### config.mk
export PLATFORM = sky130hd
export DESIGN_NAME = alu_seq_mult
export DESIGN_NICKNAME = d
export VERILOG_FILES = /design/src/rtl/alu_pkg.sv /design/src/rtl/alu_seq_mult.sv
export SDC_FILE = /design/constraint.sdc
export NUM_CORES = 1
export LEC_CHECK = 0
export BUFFER_PORTS_ARGS = -buffer_cell sky130_fd_sc_hd__clkbuf_2
export CAP_MARGIN = 20
export CORE_MARGIN = 2
export CORE_UTILIZATION = 45
export DETAILED_ROUTE_END_ITERATION = 16
export GPL_TIMING_DRIVEN = 1
export PLACE_DENSITY_LB_ADDON = 0.1
export SLEW_MARGIN = 20
export SYNTH_ARGS = -nofsm -noshare
export SYNTH_HDL_FRONTEND = slang
export SYNTH_SLANG_ARGS = --single-unit
export TNS_END_PERCENT = 5
### constraint.sdc
create_clock -name clk -period 3.45 [get_ports clk]
set_input_delay 0.5175 -clock clk [delete_from_list [all_inputs] [get_ports clk]]
set_output_delay 0.5175 -clock clk [all_outputs]
set_load 0.05 [all_outputs]
### src/rtl/alu_pkg.sv
// Shared ALU definitions: multiplier FSM state type, counter sizing helper,
// and the multiply opcode used by the downstream flag/result stage.
package alu_pkg;

  typedef enum logic [1:0] {
    IDLE = 2'd0,
    RUN  = 2'd1,
    DONE = 2'd2
  } mult_state_t;

  // Opcode selecting the multiply path in the flag/result stage.
  localparam logic [3:0] ALU_OP_MUL = 4'hA;

  // Width of an iteration counter that must reach the value n.
  function automatic int cnt_width(input int n);
    return $clog2(n + 1);
  endfunction

endpackage

### src/rtl/alu_seq_mult.sv
// Sequential unsigned shift-add multiplier (N iterations, start/busy/done).
// Optional build macro ALU_MULT_EARLY_TERM_EN: finish as soon as no multiplier
// bits remain set; results are unchanged, only latency shrinks.
module alu_seq_mult
  import alu_pkg::*;
#(
  parameter int N = 5
) (
  input  logic             clk,
  input  logic             rst,
  input  logic             start,
  input  logic [N-1:0]     a,
  input  logic [N-1:0]     b,
  output logic             busy,
  output logic             done,
  output logic [2*N-1:0]   product,
  output logic             ovf
);

  localparam int CW = cnt_width(N);

  mult_state_t      state;
  logic [2*N-1:0]   acc;
  logic [2*N-1:0]   mcand;
  logic [N-1:0]     mplier;
  logic [CW-1:0]    cnt;

  logic [2*N-1:0]   acc_sum;
  logic [N-1:0]     mplier_nxt;
  logic [CW-1:0]    cnt_nxt;
  logic             last;

  // Next-iteration datapath values and the RUN exit condition.
  always_comb begin
    acc_sum    = mplier[0] ? acc + mcand : acc;
    mplier_nxt = mplier >> 1;
    cnt_nxt    = cnt + CW'(1);
`ifdef ALU_MULT_EARLY_TERM_EN
    last       = (cnt_nxt == CW'(N)) || (mplier_nxt == '0);
`else
    last       = (cnt_nxt == CW'(N));
`endif
  end

  // FSM, datapath registers and registered outputs.
  always_ff @(posedge clk or posedge rst) begin
    if (rst) begin
      state   <= IDLE;
      acc     <= '0;
      mcand   <= '0;
      mplier  <= '0;
      cnt     <= '0;
      busy    <= 1'b0;
      done    <= 1'b0;
      product <= '0;
      ovf     <= 1'b0;
    end else begin
      case (state)
        IDLE, DONE: begin
          done <= 1'b0;
          if (start) begin
            mcand  <= {{N{1'b0}}, a};
            mplier <= b;
            acc    <= '0;
            cnt    <= '0;
            busy   <= 1'b1;
            state  <= RUN;
          end else begin
            state  <= IDLE;
          end
        end
        RUN: begin
          acc    <= acc_sum;
          mcand  <= mcand << 1;
          mplier <= mplier_nxt;
          cnt    <= cnt_nxt;
          if (last) begin
            product <= acc_sum;
            ovf     <= |acc_sum[2*N-1:N];
            done    <= 1'b1;
            busy    <= 1'b0;
            state   <= DONE;
          end
        end
        default: state <= IDLE;
      endcase
    end
  end

endmodule

==> metrics.md, run 1 <==
| Metric | Value |
|---|---|
| Status | finished clean |
| Yosys warnings | 0 |
| Main combinational cell family by area after synthesis | compound AO/OA/AOI/OAI gates |
| Origin of the critical flop-to-flop path | acc[0] |
| Core ar. | around 4700 um2 |
| Total track usage | 19.7% |
| Residual DRC | 0 |
| Antenna Nets Post-Route | 0 |
| Area grow syn2layout | 13.9% |
| Nets@finish | 270 |
| Placer Congestion | 0.836 |
| Port bufs | 25 |
| IO Pins | 26 |
| Worst-path cell chain | ha_1 > fa_1 > a211oi_2 > nor2_1 > or4b_1 > and4_1 > and4b_1 > a41oi_1 |
| Slew Limit Fails | 0 |
| Synth Area in Compound Gates | 21.6% |
| Maximum Capacitance Violations | 0 |
| CP Capture Type | flip-flop |
| Xor/xnor share of the synthesized area | 2.00% |
| Synth Instances | 221 |
| GRT overflow | 0 |
| Die W | 73.7 um |
| Maximum fanout along the worst path | 3 |
| Clk_lat worst skew | 0.30 ns |
| Synthesized area | 2180 um2 |
| Final min period | ~2.6 ns |
| Worst path bufs/invs | 0 |
| Post-DR wirelength/cell | 15.1 um |
| Antenna Cells | 0 |
| Final Cycle Share | 74.3% |
| # rows | 25 |
| Initial antenna violation count | 0 |
| Adder-cell area share of the yosys netlist | ~7% |
| Synth Area in Simple Gates | 15.1% |
| Mux contribution to synthesized area | 2.35% |
| Maximum clock rate | between 300 and 400 MHz |
| CTS Sinks | 43 |
| Actual slew at the worst max-slew pin | approximately 0.97 ns |
| Number of library cell types mapped by synthesis | 42 |
| #FFs+latches synth | 43 |
| Syn Nets | 246 |
| Worst Setup Slack, final | between 0.8 and 0.9 ns |
| First-pass GRT wire length | 8050 um |
| Worst path slowest cell | fa_1 |
| WS Path Type | reg -> reg |
| Num CTS Buffers | 5 |
| DR pass1 iterations | 4 |
| CP arrival | 2.73 ns |
| Setup TNS | 0 ns |
| Setup bufs post-CTS | 0 |
| Largest net degree at the start of global routing | 44 |
| Height of the die | 73.7 um |
| Root buf cell | clkbuf_8 |
| Vias post-DR | 1705 |
| Vias in the first global route | 1730 |
| Hold buffer count at CTS | 0 |
| Commonest non-fill, non-tap cell in the layout | dfrtp_1 |
| DP Worst Slack | 0.913 ns |
| Final setup viols | 0 |
| Mapped Avg Cell Area | 9.89 um2 |
| Detailed Route Iter0 Violations | between 80 and 90 |
| Worst EP required | 3.62 ns |
| DR vias/cell | 5.68 |
| Die area | 5430 um2 |
| Fillers | 447 |
| Max H-tree Level | 2 |
| Sequential fraction of the synthesis area | 49.3% |
| Slew margin rel. | 35.0% |
| Highest-count cells in the layout ignoring fill and taps | dfrtp_1, nand2_1, o21ai_0, clkbuf_2, nor2_1 |
| CTS clk-pin slew, worst paths | approximately 0.090 ns |
| Initial Utilization | 46.6% |
| CTS tree | done |
| WL final | around 4500 um |
| Post-Route Skew | 0.00507 ns |
| Final hold viol count | 0 |
| Fraction of layout cells with a size suffix above 1 | 15.9% |
| Delay-heaviest family, CP | simple AND/OR/NAND/NOR gates |
| Startpoint class of the critical path | flip-flop |
| Post-detail-place hpwl | roughly 3200 um |
| Worst path max stage delay | 0.46 ns |
| RSZ-0062 raised after global routing | no |
| Hold Path Class | in -> async |
| Clock Path Buffers | 2 |
| Post-CTS sizing | 0 |
| Crit path from | acc[0] |
==> cell type report <==
cell class	instances	area [um2]	share of cell area, %
Sequential cell	43	1080	43.3
Clock buffer	5	68.8	2.77
Tap cell	54	67.6	2.72
Multi-Input combinational cell	164	1060	42.5
Clock inverter	3	67.6	2.72
Inverter	5	18.8	0.755
Timing Repair Buffer	26	133	5.33
==> stage by stage <==
| stage | hold WS [ns] | std cells | utilization [%] | area [um2] |
|---|---|---|---|---|
| floorplan | 0.466 | 221 | - | 2180 |
| global placement | 0.460 | 292 | 50.1 | 2350 |
| detailed placement | 0.467 | 292 | 50.1 | 2350 |
| CTS | 0.334 | 300 | 53.0 | 2490 |
| global route | 0.376 | 300 | 53.0 | 2490 |
| finish | 0.306 | 300 | 53.0 | 2490 |
==> worst paths after layout <==
check                      depth (start not counted)  slack [ns]          to
hold reg to reg                                    2        0.48  product[2]
setup / recovery                                   8        0.89         ovf
max in group asynchronous                          3        2.75         ovf
hold / removal                                     3        0.31      cnt[2]
setup reg to reg                                   8        0.89         ovf
min in group clk                                   2        0.44   mplier[4]
==> synth_stat cells <==
cell type	instances	area [um2]
a211oi_1	1	7.51
a211oi_2	1	12.5
a21boi_0	1	7.51
a21o_1	5	37.5
a21oi_1	11	55.1
a221o_1	1	10.0
a221oi_1	1	8.76
a22o_1	12	105
a31o_2	1	8.76
a31oi_1	1	6.26
a41oi_1	1	8.76
and2_1	2	12.5
and2_4	1	8.76
and3_1	1	6.26
and4_1	1	8.76
and4b_1	1	10.0
clkbuf_1	9	33.8
dfrtp_1	43	1080
fa_1	1	20.0
ha_1	11	138
inv_1	5	18.8
mux2_2	1	11.3
mux2i_1	4	40.0
nand2_1	25	93.8
nand2b_1	2	12.5
nand3_1	1	5.00
nand3b_1	2	15.0
nand4_1	2	12.5
nor2_1	22	82.6
nor2b_1	3	18.8
nor3_1	2	10.0
nor3_2	1	10.0
nor3b_1	1	7.51
o211ai_1	1	7.51
o21a_1	1	7.51
o21ai_0	25	125
o22ai_1	8	50.1
o31ai_1	2	15.0
or3_1	1	6.26
or4b_1	1	10.0
xnor2_1	3	26.3
xor2_1	2	17.5
==> registers in the layout, indices dropped and copies added (netlist names) <==
| name | flops |
|---|---|
| cnt | 3 |
| state | 2 |
| mplier | 5 |
| busy | 1 |
| product | 10 |
| ovf | 1 |
| acc | 10 |
| mcand | 10 |
| done | 1 |
==> cells by family after synthesis <==
| group | count (synthesis) |
|---|---|
| AOI/OAI and AO/OA | 73 |
| xor gates and xnor gates | 5 |
| adders and majority gates | 12 |
| buffers and inverters | 14 |
| DFF | 43 |
| muxes | 5 |
| and+or+nand+nor | 69 |
==> metal layers <==
metal	wire, um	vias up	GRT usage [%]	share of wire (%)
li1	-	850	-	-
met1	2260	820	26.9	50
met2	2030	29	31.2	45
met3	160	6	4.25	3.5
met4	57	0	6.67	1.3
met5	0	-	0	0
==> worst register-to-register path, cell delays in order (launching register included) <==
cell,delay [ns]
dfrtp_1,0.40
ha_1,0.23
fa_1,0.46
a211oi_2,0.24
nor2_1,0.07
or4b_1,0.45
and4_1,0.21
and4b_1,0.26
a41oi_1,0.12
Power of run 1 is left out: the tool's default activity adds up to more than one toggle a clock period on the data nets, which glitch-free logic cannot reach.
==> run 2, diff against run 1 <==
clock period = 2.5 ns   (was 3.45 ns; I/O delays follow)
==> run 2 against run 1 <==
Compared with the run above:
- first-iteration DRC count unchanged
- setup slack worse by 0.80 ns
- flip-flop and latch count unchanged
- die area stayed put
- non-clock buffer count increased by 7
- largest cell class unchanged
- via count up 1.3%
==> metrics.md, run 2 (synthesis gave the netlist of run 1 again) <==
| Metric | Value |
|---|---|
| Maximum Capacitance Violations | 0 (unchanged) |
| LEAKAGE | 1.24 nW |
| Vias post-DR | 1727 (+1.3%) |
| Hold Path Class | in -> async |
| First-pass GRT wire length | 8090 um (+0.60%) |
| Root buf cell | clkbuf_8 |
| Post-detail-place hpwl | 3290 um (+4.6%) |
| Slew margin rel. | 35.0% (about the same) |
| Die area | 5430 um2 (unchanged) |
| Largest net degree at the start of global routing | 44 (unchanged) |
| Placed Cells | 298 (+2.1%) |
| Startpoint class of the critical path | flip-flop |
| DR vias/cell | 5.63 (-1.0%) |
| Max H-tree Level | 2 (unchanged) |
| GRT overflow | 0 (unchanged) |
| DR pass1 iterations | 4 (unchanged) |
| CTS tree | done |
| Clk_lat worst skew | 0.30 ns (about the same) |
| Reg2reg setup slack | 0.09 ns (-0.80 ns) |
| Slew Limit Fails | 0 (unchanged) |
| Num CTS Buffers | 5 (unchanged) |
| Final Cycle Share | 96.5% (+22 points) |
| Maximum fanout along the worst path | 2 (-1) |
| Final hold viol count | 0 (unchanged) |
| Worst Setup Slack, final | 0.0875 ns (-0.801 ns) |
| WL final | 4680 um (+3.5%) |
| IO Pins | 26 (unchanged) |
| Hold_ws | 0.175 ns (-0.131 ns) |
| WS Path Type | reg -> reg |
| CP Capture Type | flip-flop |
| Clock Path Buffers | 2 (unchanged) |
| CP arrival | 2.59 ns (-0.14 ns) |
| Actual slew at the worst max-slew pin | 0.971 ns (+0.000319 ns) |
| Post-DR wirelength/cell | 15.2 um (+1.2%) |
| Maximum clock rate | 415 MHz (+6.2%) |
| Fin cells | 307 (+2.3%) |
| RSZ-0062 raised after global routing | yes |
| Commonest non-fill, non-tap cell in the layout | dfrtp_1 |
| Nets@finish | 277 (+2.6%) |
| CTS Sinks | 43 (unchanged) |
| Fraction of layout cells with a size suffix above 1 | 19.4% (+3.5 points) |
| Final min period | 2.41 ns (-0.149 ns) |
| Status | finished clean |
| Final setup viols | 0 (unchanged) |
| Core ar. | 4690 um2 (unchanged) |
| # rows | 25 (unchanged) |
| Worst EP required | 2.67 ns (-0.95 ns) |
| Die W | 73.7 um (unchanged) |
| Antenna Cells | 0 (unchanged) |
| Post-Route Skew | 0.0124 ns (+0.00737 ns) |
| Residual DRC | 0 (unchanged) |
| Vias in the first global route | 1684 (-2.7%) |
| Highest-count cells in the layout ignoring fill and taps | dfrtp_1, nand2_1, o21ai_0, clkbuf_2, nor2_1 |
| Area grow syn2layout | 15.9% |
| Regs by FF count | acc x10, mcand x10, product x10 |
| DP Worst Slack | 0.00592 ns (-0.907 ns) |
| CTS clk-pin slew, worst paths | 0.09 ns (about the same) |
| Antenna Nets Post-Route | 0 (unchanged) |
| PwrDens | 1610 nW/um2 |
| Height of the die | 73.7 um (unchanged) |
| Detailed Route Iter0 Violations | 89 (unchanged) |
| Initial antenna violation count | 0 (unchanged) |
| Port bufs | 25 (unchanged) |
| VDD IR-drop max | 0.601 mV |
| Total track usage | 19.7% (-0.069 points) |
| Placer Congestion | 0.854 (+2.2%) |
| Initial Utilization | 46.6% (unchanged) |
## run 2: power breakdown
group          switching (mW)  total [mW]  leakage, nW  internal, mW
combinational            1.37        2.24        0.646         0.867
sequential              0.262        1.27        0.534          1.01
clock                   0.262       0.566       0.0587         0.303
## run 2: final timing paths
kind                             start         end  cells after the start
worst max-delay path            acc[0]         ovf                      8
worst min-delay path               rst  product[7]                      3
worst max register to register  acc[0]         ovf                      8
worst min register to register    busy        busy                      2
max in group asynchronous          rst      acc[5]                      3
min in group clk                  a[0]    mcand[0]                      2
## run 2: worst max-delay path, stage by stage (launching register included)
cell,delay [ns]
dfrtp_1,0.39
ha_2,0.20
fa_2,0.35
a211oi_2,0.21
nor2_1,0.08
or4b_1,0.46
and4_1,0.21
and4b_1,0.26
a41oi_2,0.12
## run 2: area by class of cell
class / instances / area, um2
Clock buffer: 5 / 68.8
Inverter: 5 / 18.8
Multi-Input combinational cell: 164 / 1070
Timing Repair Buffer: 33 / 185
Clock inverter: 3 / 47.5
Fill cell: 451 / 2160
Tap cell: 54 / 67.6
Sequential cell: 43 / 1080
## run 2: routing by layer
layer / up-vias / global-route usage, % / routed length (um)
li1: 863 / - / -
met1: 826 / 27.3 / 2310
met2: 33 / 31.2 / 2140
met3: 5 / 3.70 / 165
met4: 0 / 6.06 / 55
met5: - / 0 / 0
## run 2: what timing repair did
item | CTS | global route
pin swaps | 0 | 0
endpoints found under the setup margin | 1 | 1
hold buffers | 0 | 0
resized for setup | 1 | 2
buffers inserted | 0 | 1
## run 2: per-stage QoR
stage | area [um2] | util, % | power (mW) | TNS (ns)
2_1_floorplan | 2180 | - | 2.96 | 0
3_3_place_gp | 2400 | 51.1 | 3.47 | 0
3_5_place_dp | 2400 | 51.1 | 3.50 | 0
4_1_cts | 2510 | 53.6 | 4.07 | 0
5_1_grt | 2530 | 54.0 | 4.45 | -0.00385
6_report | 2530 | 54.0 | 4.07 | 0
(Power assumes the default switching activity.)
